File: src/rtl/fir_sched_pkg.sv
// fir_sched_pkg: shared defaults, tag width derivation, FSM states and FIR error codes
// for the FIR channel scheduler.
package fir_sched_pkg;

    localparam int NUM_CH_DEF    = 4;
    localparam int TAG_DEPTH_DEF = 16;

    localparam logic [1:0] FIR_ERR_OK = 2'b00;

    typedef enum logic [1:0] {
        ST_IDLE  = 2'd0,
        ST_RUN   = 2'd1,
        ST_DRAIN = 2'd2
    } state_e;

    function automatic int ch_w(input int n);
        return (n > 1) ? $clog2(n) : 1;
    endfunction

endpackage

File: src/rtl/fir_tag_fifo.sv
// fir_tag_fifo: synchronous FIFO of channel tags for samples outstanding inside the FIR.
// Pushes when full and pops when empty are ignored.
module fir_tag_fifo #(
    parameter int W     = 2,
    parameter int DEPTH = 16,
    localparam int AW   = $clog2(DEPTH)
) (
    input  logic          clk,
    input  logic          rst,
    input  logic          push_i,
    input  logic          pop_i,
    input  logic [W-1:0]  data_i,
    output logic [W-1:0]  data_o,
    output logic [AW:0]   count_o,
    output logic          full_o,
    output logic          empty_o
);

    logic [W-1:0]  mem_q [DEPTH];
    logic [AW-1:0] wr_q, rd_q;
    logic [AW:0]   cnt_q;
    logic          do_push, do_pop;

    assign do_push = push_i && !full_o;
    assign do_pop  = pop_i && !empty_o;
    assign data_o  = mem_q[rd_q];
    assign count_o = cnt_q;
    assign full_o  = cnt_q == (AW+1)'(DEPTH);
    assign empty_o = cnt_q == '0;

    always_ff @(posedge clk or negedge rst) begin
        if (!rst) begin
            wr_q  <= '0;
            rd_q  <= '0;
            cnt_q <= '0;
        end else begin
            if (do_push) wr_q <= wr_q + 1'b1;
            if (do_pop) rd_q <= rd_q + 1'b1;
            cnt_q <= cnt_q + (AW+1)'(do_push) - (AW+1)'(do_pop);
        end
    end

    always_ff @(posedge clk) begin
        if (do_push) mem_q[wr_q] <= data_i;
    end

endmodule

File: src/rtl/fir_channel_scheduler.sv
// fir_channel_scheduler: shares one FIR core across NUM_CH channels, issuing held samples
// round-robin with a channel tag and re-attaching the tag to each returned result.
module fir_channel_scheduler import fir_sched_pkg::*; #(
    parameter int NUM_CH    = NUM_CH_DEF,
    parameter int DATA_W    = 16,
    parameter int OUT_W     = 32,
    parameter int TAG_DEPTH = TAG_DEPTH_DEF,
    localparam int CH_W     = ch_w(NUM_CH)
) (
    input  logic                     clk,
    input  logic                     rst,
    input  logic                     en,
    input  logic [NUM_CH-1:0]        ch_valid,
    input  logic [NUM_CH*DATA_W-1:0] ch_data,
    output logic [NUM_CH-1:0]        ch_overrun,
    output logic                     fir_sink_valid,
    output logic [DATA_W-1:0]        fir_sink_data,
    output logic [CH_W-1:0]          fir_sink_channel,
    output logic [1:0]               fir_sink_error,
    input  logic                     fir_source_valid,
    input  logic [OUT_W-1:0]         fir_source_data,
    input  logic [1:0]               fir_source_error,
    output logic                     out_valid,
    output logic [CH_W-1:0]          out_channel,
    output logic [OUT_W-1:0]         out_data,
    output logic                     busy,
    output logic                     tag_err
);

    state_e                    state_q, state_d;
    logic [NUM_CH-1:0]         pend_q, pend_d, ovr_q, gnt_oh;
    logic [DATA_W-1:0]         hold_q [NUM_CH];
    logic [CH_W-1:0]           last_q, gnt_ch, idx, tag;
    logic                      gnt_found, issue, pop, full, empty;
    logic [$clog2(TAG_DEPTH):0] count;
    logic                      sink_valid_q, out_valid_q, tag_err_q;
    logic [DATA_W-1:0]         sink_data_q;
    logic [CH_W-1:0]           sink_ch_q, out_ch_q;
    logic [OUT_W-1:0]          out_data_q;

    always_comb begin
        state_d = (state_q == ST_IDLE) ? (en ? ST_RUN : ST_IDLE) :
                  (state_q == ST_RUN)  ? (en ? ST_RUN : ST_DRAIN) :
                  (en ? ST_RUN : (count == '0) ? ST_IDLE : ST_DRAIN);
    end

    // Search begins one past the last granted channel so every channel gets a fair turn.
    always_comb begin
        gnt_found = 1'b0;
        gnt_ch    = '0;
        idx       = '0;
        for (int j = 0; j < NUM_CH; j++) begin
            idx = last_q + CH_W'(j + 1);
            if (!gnt_found && pend_q[idx]) begin
                gnt_found = 1'b1;
                gnt_ch    = idx;
            end
        end
    end

    // Issuing only while en is still high keeps fir_sink_valid out of DRAIN.
    assign issue  = (state_q == ST_RUN) && en && gnt_found && !full;
    assign gnt_oh = issue ? (NUM_CH'(1) << gnt_ch) : '0;
    assign pend_d = ch_valid | (pend_q & ~gnt_oh);
    assign pop    = fir_source_valid && !empty;

    fir_tag_fifo #(.W(CH_W), .DEPTH(TAG_DEPTH)) u_tags (
        .clk     (clk),
        .rst     (rst),
        .push_i  (issue),
        .pop_i   (pop),
        .data_i  (gnt_ch),
        .data_o  (tag),
        .count_o (count),
        .full_o  (full),
        .empty_o (empty)
    );

    always_ff @(posedge clk or negedge rst) begin
        if (!rst) begin
            state_q      <= ST_IDLE;
            pend_q       <= '0;
            ovr_q        <= '0;
            last_q       <= CH_W'(NUM_CH - 1);
            sink_valid_q <= 1'b0;
            sink_data_q  <= '0;
            sink_ch_q    <= '0;
            out_valid_q  <= 1'b0;
            out_ch_q     <= '0;
            out_data_q   <= '0;
            tag_err_q    <= 1'b0;
            for (int i = 0; i < NUM_CH; i++) hold_q[i] <= '0;
        end else begin
            state_q      <= state_d;
            pend_q       <= pend_d;
            ovr_q        <= ovr_q | (ch_valid & pend_q & ~gnt_oh);
            if (issue) last_q <= gnt_ch;
            sink_valid_q <= issue;
            sink_data_q  <= issue ? hold_q[gnt_ch] : '0;
            sink_ch_q    <= issue ? gnt_ch : '0;
            out_valid_q  <= pop;
            out_ch_q     <= pop ? tag : '0;
            out_data_q   <= pop ? fir_source_data : '0;
            tag_err_q    <= tag_err_q | (fir_source_valid && (empty || fir_source_error != FIR_ERR_OK));
            for (int i = 0; i < NUM_CH; i++)
                if (ch_valid[i]) hold_q[i] <= ch_data[i*DATA_W +: DATA_W];
        end
    end

    assign ch_overrun       = ovr_q;
    assign fir_sink_valid   = sink_valid_q;
    assign fir_sink_data    = sink_data_q;
    assign fir_sink_channel = sink_ch_q;
    assign fir_sink_error   = FIR_ERR_OK;
    assign out_valid        = out_valid_q;
    assign out_channel      = out_ch_q;
    assign out_data         = out_data_q;
    assign busy             = (state_q == ST_RUN) || (state_q == ST_DRAIN);
    assign tag_err          = tag_err_q;

endmodule

File: config.mk
export PLATFORM = sky130hd
export DESIGN_NAME = fir_channel_scheduler
export DESIGN_NICKNAME = d
export VERILOG_FILES = /design/src/rtl/fir_sched_pkg.sv /design/src/rtl/fir_tag_fifo.sv /design/src/rtl/fir_channel_scheduler.sv
export SDC_FILE = /design/constraint.sdc
export NUM_CORES = 1
export LEC_CHECK = 0
export ABC_AREA = 0
export BUFFER_PORTS_ARGS = -buffer_cell sky130_fd_sc_hd__buf_2
export CAP_MARGIN = 20
export CORE_ASPECT_RATIO = 1.4
export CORE_MARGIN = 4
export CORE_UTILIZATION = 48
export CTS_CLUSTER_DIAMETER = 150
export DETAILED_ROUTE_END_ITERATION = 12
export PLACE_DENSITY = 0.85
export SLEW_MARGIN = 15
export SYNTH_ARGS = -nofsm -noshare
export SYNTH_HDL_FRONTEND = slang
export SYNTH_SLANG_ARGS = --single-unit
File: constraint.sdc
create_clock -name clk -period 3 [get_ports clk]
set_input_delay 0.75 -clock clk [delete_from_list [all_inputs] [get_ports clk]]
set_output_delay 0.75 -clock clk [all_outputs]
set_load 0.02 [all_outputs]
==> results of run 1 <==
-- routing by layer --
| layer | track usage | vias up | part of all wire |
|---|---|---|---|
| met5 | 0 | - | 0 |
| met4 | 0.0653 | 0 | 0.019 |
| met3 | 0.0369 | 18 | 0.039 |
| met2 | 0.332 | 109 | 0.58 |
| met1 | 0.190 | 2205 | 0.37 |
| li1 | - | 1988 | - |
-- worst register-to-register path, stage by stage, from the launching register on --
cell	delay [ps]
dfrtp_1	390
inv_1	100
ha_1	240
nor4b_1	280
buf_4	180
nor2b_2	40
ha_1	280
inv_1	50
ha_1	160
inv_1	60
fa_1	390
inv_1	70
a21oi_1	70
nor2_1	140
nor2_1	80
xnor2_1	120
-- state kept, by name, summed over array words and instances, names as in the netlist --
name,count
state_q,2
out_data,32
last_q,2
hold_q,64
out_channel,2
u_tags.wr_q,4
ch_overrun,4
fir_sink_channel,2
out_valid,1
u_tags.rd_q,4
fir_sink_valid,1
pend_q,4
u_tags.count_o,5
tag_err,1
fir_sink_data,16
u_tags.mem_q,32
-- where the power goes --
group	leakage [nW]	total, mW	switching [mW]	internal (mW)
sequential	2.03	3.16	0.292	2.87
clock	0.271	2.08	0.983	1.10
combinational	1.75	1.97	1.07	0.908
total	4.05	7.21	2.34	4.88
-- cell families (layout without fill, tap and decap cells) --
group           after synthesis  after routing
other cells                   1              2
xor+xnor                     10             10
fa+ha+maj                    14             14
mux                         111            111
buf+inv                      43            220
compound gates               40             40
simple gates                 80             80
flops                       176            176
-- how the worst max path moves through the flow --
stage / to / slack [ps] / from
global route: u_tags.count_o[4] / 70 / u_tags.count_o[2]
finish: u_tags.count_o[4] / 230 / u_tags.count_o[2]
CTS: u_tags.count_o[4] / 220 / u_tags.count_o[2]
detailed placement: u_tags.count_o[4] / 230 / u_tags.count_o[2]
floorplan: u_tags.count_o[4] / 90 / u_tags.count_o[3]
global placement: u_tags.count_o[4] / 430 / u_tags.count_o[3]
-- Yosys cell counts (2+ instances only) --
| library cell | count | area, um2 |
|---|---|---|
| buf_2 | 4 | 20.0 |
| clkbuf_1 | 11 | 41.3 |
| ha_1 | 13 | 163 |
| a21o_1 | 5 | 37.5 |
| mux2_2 | 68 | 766 |
| mux4_2 | 8 | 180 |
| inv_1 | 17 | 63.8 |
| dfstp_2 | 2 | 52.6 |
| xor2_1 | 2 | 17.5 |
| nor2_1 | 15 | 56.3 |
| a21oi_1 | 4 | 20.0 |
| nand4_1 | 2 | 12.5 |
| o22ai_1 | 16 | 100 |
| a31o_2 | 3 | 26.3 |
| buf_1 | 5 | 18.8 |
| buf_4 | 4 | 30.0 |
| edfxtp_1 | 32 | 961 |
| mux2i_1 | 35 | 350 |
| dfrtp_1 | 142 | 3550 |
| o211a_1 | 2 | 20.0 |
| and2_1 | 33 | 206 |
| nand3_1 | 2 | 10.0 |
| buf_6 | 2 | 22.5 |
| nand2_1 | 12 | 45.0 |
| nor3_1 | 4 | 20.0 |
| o21ai_0 | 2 | 10.0 |
| nand2b_1 | 4 | 25.0 |
| xnor2_1 | 8 | 70.1 |
-- per-stage QoR --
stage                     cell area, um2  power [mW]  setup WS (ps)
final                               8650        7.21            230
after CTS                           8650        7.29            220
after global placement              8090        5.07            434
after detailed placement            8090        5.20            234
after global routing                8650        7.59           67.0
after floorplan                     7080        4.62           87.5
-- layout make-up --
cell class,instances,area (um2)
clock buffer,19,433
clock inverter,13,124
fill,1161,5790
inverter,17,63.8
multi-input combinational,257,2320
sequential,176,4570
tap,189,236
timing repair buffer,171,902
==> impl_metrics.csv, run 1 <==
group,metric,value,unit
critical_path,reg2reg_slack,230,ps
place,io_buffer_count,165,
floorplan,die-height,152,um
clock_tree,cts_setup_buffers,0,
critical_path,crit_family,"adder cells",
critical_path,required,3310,ps
floorplan,num_rows,52,
critical_path,r2r-end,"u_tags.count_o[4]",
final_layout,nNetsFinal,760,
critical_path,critPathBufInv,5,
clock_tree,cts.sinks,176,
detailed_routing,drtIter0Drc,220,
final_layout,area_growth,22.3,%
critical_path,cpMostUsedCell,"inv_1",
run,drv_cap,0,
timing,tightest_slew,727,ps
critical_path,startpoint_type,"register",
place,dp_cells,810,
clock_tree,holdBufCountCts,0,
detailed_routing,vias,4320,
detailed_routing,finalWirelength,14600,um
clock_tree,cts_tree,"built",
critical_path,ff2ff_path_depth,15,
critical_path,cp_slowest_cell,"dfrtp_1",
synth,synthXorXnorAreaFrac,0.0124,
synth,synth_area,0.00707,mm2
floorplan,dieWidth,111,um
synth,synthAdderAreaFrac,0.0258,
critical_path,rr_startpoint,"u_tags.count_o[2]",
final_layout,utilization,0.599,
synth,syn_inst,475,
critical_path,worstSetupEndpointType,"register",
final_layout,mostFrequentLayoutCells,"buf_2 (164), dfrtp_1 (142), mux2_2 (68), mux2i_1 (35), and2_1 (33)",
critical_path,worstSetupPathType,"reg -> reg",
clock_tree,clk_latency,420,ps
timing,fmax,361,MHz
timing,setup_violations,0,
synth,synth_edf_count,32,
power,p_leak,4.05,nW
detailed_routing,wire_per_inst,17.3,um
synth,synthMuxAreaShare,0.183,
clock_tree,cts_buffer_depth,2,
clock_tree,cts-root-buf,"clkbuf_16",
synth,syn_avg_cell_area,14.9,um2
timing,drv_slew,0,
global_routing,antenna_found_initial,0,
timing,rsz0062_at_grt,"no",
global_routing,overflow,0,
final_layout,layout-drive-gt1-share,0.441,
synth,yosys.area_share.simple,0.0619,
synth,synth-compound-area-share,0.0426,
critical_path,crit_chain,"inv_1, ha_1, nor4b_1, buf_4, nor2b_2, ha_1, inv_1, ha_1, inv_1, fa_1, inv_1, a21oi_1, nor2_1, nor2_1, xnor2_1",
floorplan,io_pins,168,
timing,finalHoldViolCount,0,
outcome,run_status,"complete, no violations",
power,p_per_area,834,mW/mm2
synth,yosysWarningCount,0,
timing,fin_crit_sh,0.923,
timing,tns,0,ps
floorplan,coreArea,0.0144,mm2
clock_tree,cts_buffers,17,
clock_tree,cts-resized-gates,0,
global_routing,grt_pass1_vias,4733,
synth,ys.flop_type,"dfrtp_1",
global_routing,groute.usage.overall,0.174,
floorplan,start_util,0.490,
synth,synth_cell_types,46,
synth,ys_ff_latch,176,
global_routing,grt_max_degree,65,
detailed_routing,dr.pass1.iters,4,
clock_tree,htree_levels,4,
synth,seq_area_frac_synth,0.646,
critical_path,crit_path_max_fanout,3,
timing,min_period,2770,ps
synth,async_reset_ff_frac,0.818,
critical_path,critical-path-max-stage-delay,390,ps
detailed_routing,postRouteAntennaNets,0,
synth,synth_top_family_by_area,"multiplexers",
detailed_routing,vias_per_cell,5.13,
final_layout,antennaDiodeCount,0,
min_path,hold_class,"in -> async",
critical_path,worstPathArrival,3080,ps
final_layout,final_cell_count_no_fill,842,
timing,skew,12.0,ps
place,dp_hpwl,10600,um
critical_path,cp_num_cells,15,
timing,maxSlewHeadroom,0.514,
floorplan,die_area,0.0168,mm2
timing,hold_ws,294,ps
clock_tree,clkTransAtPathRegs,70,ps
final_layout,final_common_cell,"buf_2",
detailed_routing,drc,0,
power,irDropWorstVdd,0.375,mV
global_routing,grt_pass1_wl,23200,um
place,place_congestion,0.794,
Power figures use the tool's default switching activity.
==> run 2: changes to the inputs <==
--- a/config.mk
+++ b/config.mk
@@ -9,11 +9,10 @@
 export BUFFER_PORTS_ARGS = -buffer_cell sky130_fd_sc_hd__buf_2
 export CAP_MARGIN = 20
 export CORE_ASPECT_RATIO = 1.4
-export CORE_MARGIN = 4
-export CORE_UTILIZATION = 48
+export CORE_UTILIZATION = 53
 export CTS_CLUSTER_DIAMETER = 150
 export DETAILED_ROUTE_END_ITERATION = 12
-export PLACE_DENSITY = 0.85
+export PLACE_DENSITY = 0.89
 export SLEW_MARGIN = 15
 export SYNTH_ARGS = -nofsm -noshare
 export SYNTH_HDL_FRONTEND = slang
==> constraint.sdc (replaced) <==
create_clock -name clk -period 3.1 [get_ports clk]
set_input_delay 0.62 -clock clk [delete_from_list [all_inputs] [get_ports clk]]
set_output_delay 0.62 -clock clk [all_outputs]
set_load 0.02 [all_outputs]
==> impl_metrics.csv, run 2 (synthesis results as in run 1) <==
group,metric,value,unit
floorplan,die-height,139,um
power,irDropWorstVdd,0.434,mV
critical_path,required,3390,ps
detailed_routing,dr_wl_met3,617,um
clock_tree,cts_buffers,17,
clock_tree,holdBufCountCts,0,
timing,maxSlewHeadroom,0.499,
final_layout,largest_reg_flops,64,
floorplan,start_util,0.547,
power,p_leak,4.06,nW
detailed_routing,met2_length,7640,um
detailed_routing,vias_per_cell,5.23,
detailed_routing,highest_layer,"met4",
floorplan,die_area,0.0138,mm2
critical_path,crit_path_max_fanout,3,
timing,finalHoldViolCount,0,
detailed_routing,finalWirelength,13900,um
timing,skew,11.6,ps
critical_path,worstPathArrival,3090,ps
detailed_routing,dr.pass1.iters,4,
global_routing,grt_pass1_wl,22800,um
place,dp_hpwl,9690,um
floorplan,dieWidth,99.6,um
timing,setup_violations,0,
clock_tree,cts_buffer_depth,2,
place,place_congestion,0.795,
final_layout,final_cell_count_no_fill,828,
clock_tree,cts_setup_buffers,0,
global_routing,grt_max_degree,72,
detailed_routing,drc,0,
detailed_routing,postRouteAntennaNets,0,
timing,tightest_slew,749,ps
final_layout,seqCellArea,0.00457,mm2
final_layout,fill_cells,907,
place,dp_cells,797,
timing,fin_crit_sh,0.904,
final_layout,regMostFlops,"hold_q",
global_routing,groute.usage.overall,0.214,
critical_path,startpoint_type,"register",
floorplan,coreArea,0.0129,mm2
critical_path,worstSetupPathType,"reg -> reg",
clock_tree,htree_levels,4,
global_routing,grt_pass1_vias,4722,
timing,rsz0062_at_grt,"no",
clock_tree,clkTransAtPathRegs,70,ps
final_layout,area_growth,22.3,%
detailed_routing,drtIter0Drc,197,
detailed_routing,vias,4331,
outcome,run_status,"complete, no violations",
final_layout,layout-drive-gt1-share,0.441,
global_routing,antenna_found_initial,1,
final_layout,final_common_cell,"buf_2",
final_layout,mostFrequentLayoutCells,"buf_2 (164), dfrtp_1 (142), mux2_2 (68), mux2i_1 (35), and2_1 (33)",
clock_tree,cts.sinks,176,
clock_tree,cts_tree,"built",
timing,drv_slew,0,
timing,hold_ws,187,ps
floorplan,io_pins,168,
global_routing,overflow,0,
min_path,hold_class,"in -> async",
timing,tns,0,ps
timing,fmax,357,MHz
clock_tree,cts-root-buf,"clkbuf_16",
power,p_per_area,812,mW/mm2
critical_path,worstSetupEndpointType,"register",
detailed_routing,wire_per_inst,16.7,um
floorplan,num_rows,49,
detailed_routing,met1_length,5220,um
clock_tree,cts-resized-gates,0,
run,drv_cap,0,
place,io_buffer_count,165,
timing,min_period,2800,ps
final_layout,multi_input_area,0.00232,mm2
final_layout,nNetsFinal,758,
clock_tree,clk_latency,420,ps
run 2: cell type report:
cell class,instances,area share
Sequential cell,176,0.528
Clock inverter,11,0.0153
Timing Repair Buffer,169,0.103
Multi-Input combinational cell,257,0.269
Tap cell,178,0.0257
Antenna cell,1,0.000289
Inverter,17,0.00738
Clock buffer,19,0.0523
run 2: worst paths after layout:
path | slack (ps) | cells after the start | end | startpoint
worst max register to register | 300 | 14 | u_tags.count_o[4] | u_tags.count_o[2]
max in group asynchronous | 2050 | 2 | last_q[0] | rst
worst min register to register | 470 | 1 | ch_overrun[0] | ch_overrun[0]
min in group clk | 360 | 1 | state_q[0] | en
worst max-delay path | 300 | 14 | u_tags.count_o[4] | u_tags.count_o[2]
worst min-delay path | 190 | 1 | hold_q[51] | rst
run 2: report_power, final:
part | total (mW) | internal [mW] | switching [mW]
Sequential | 3.05 | 2.78 | 0.273
Combinational | 1.87 | 0.873 | 1.00
Clock | 2.10 | 1.23 | 0.870
Total | 7.03 | 4.88 | 2.14
run 2: layer usage:
| metal | vias up | GRT usage |
|---|---|---|
| li1 | 1996 | - |
| met1 | 2175 | 0.247 |
| met2 | 132 | 0.375 |
| met3 | 28 | 0.0549 |
| met4 | 0 | 0.0929 |
| met5 | - | 0 |
run 2: critical path: stages (launching register included):
cell and delay [ps]:
dfrtp_1 380, inv_1 90, ha_1 220, nor4b_1 510, nor2b_2 100, ha_1 310
inv_1 60, ha_1 160, inv_1 60, fa_1 410, inv_1 70, a21oi_1 60
nor2_1 80, nor2_1 50, xnor2_1 110
run 2: per-stage QoR:
step                total power [mW]  instance area [um2]   util  setup slack [ps]
CTS                             7.10                 8650  0.669               258
finish                          7.03                 8650  0.669               299
global placement                4.88                 8060  0.623               374
floorplan                       4.47                 7080      -               187
global route                    7.39                 8650  0.669              94.0
detailed placement              4.98                 8060  0.623               281
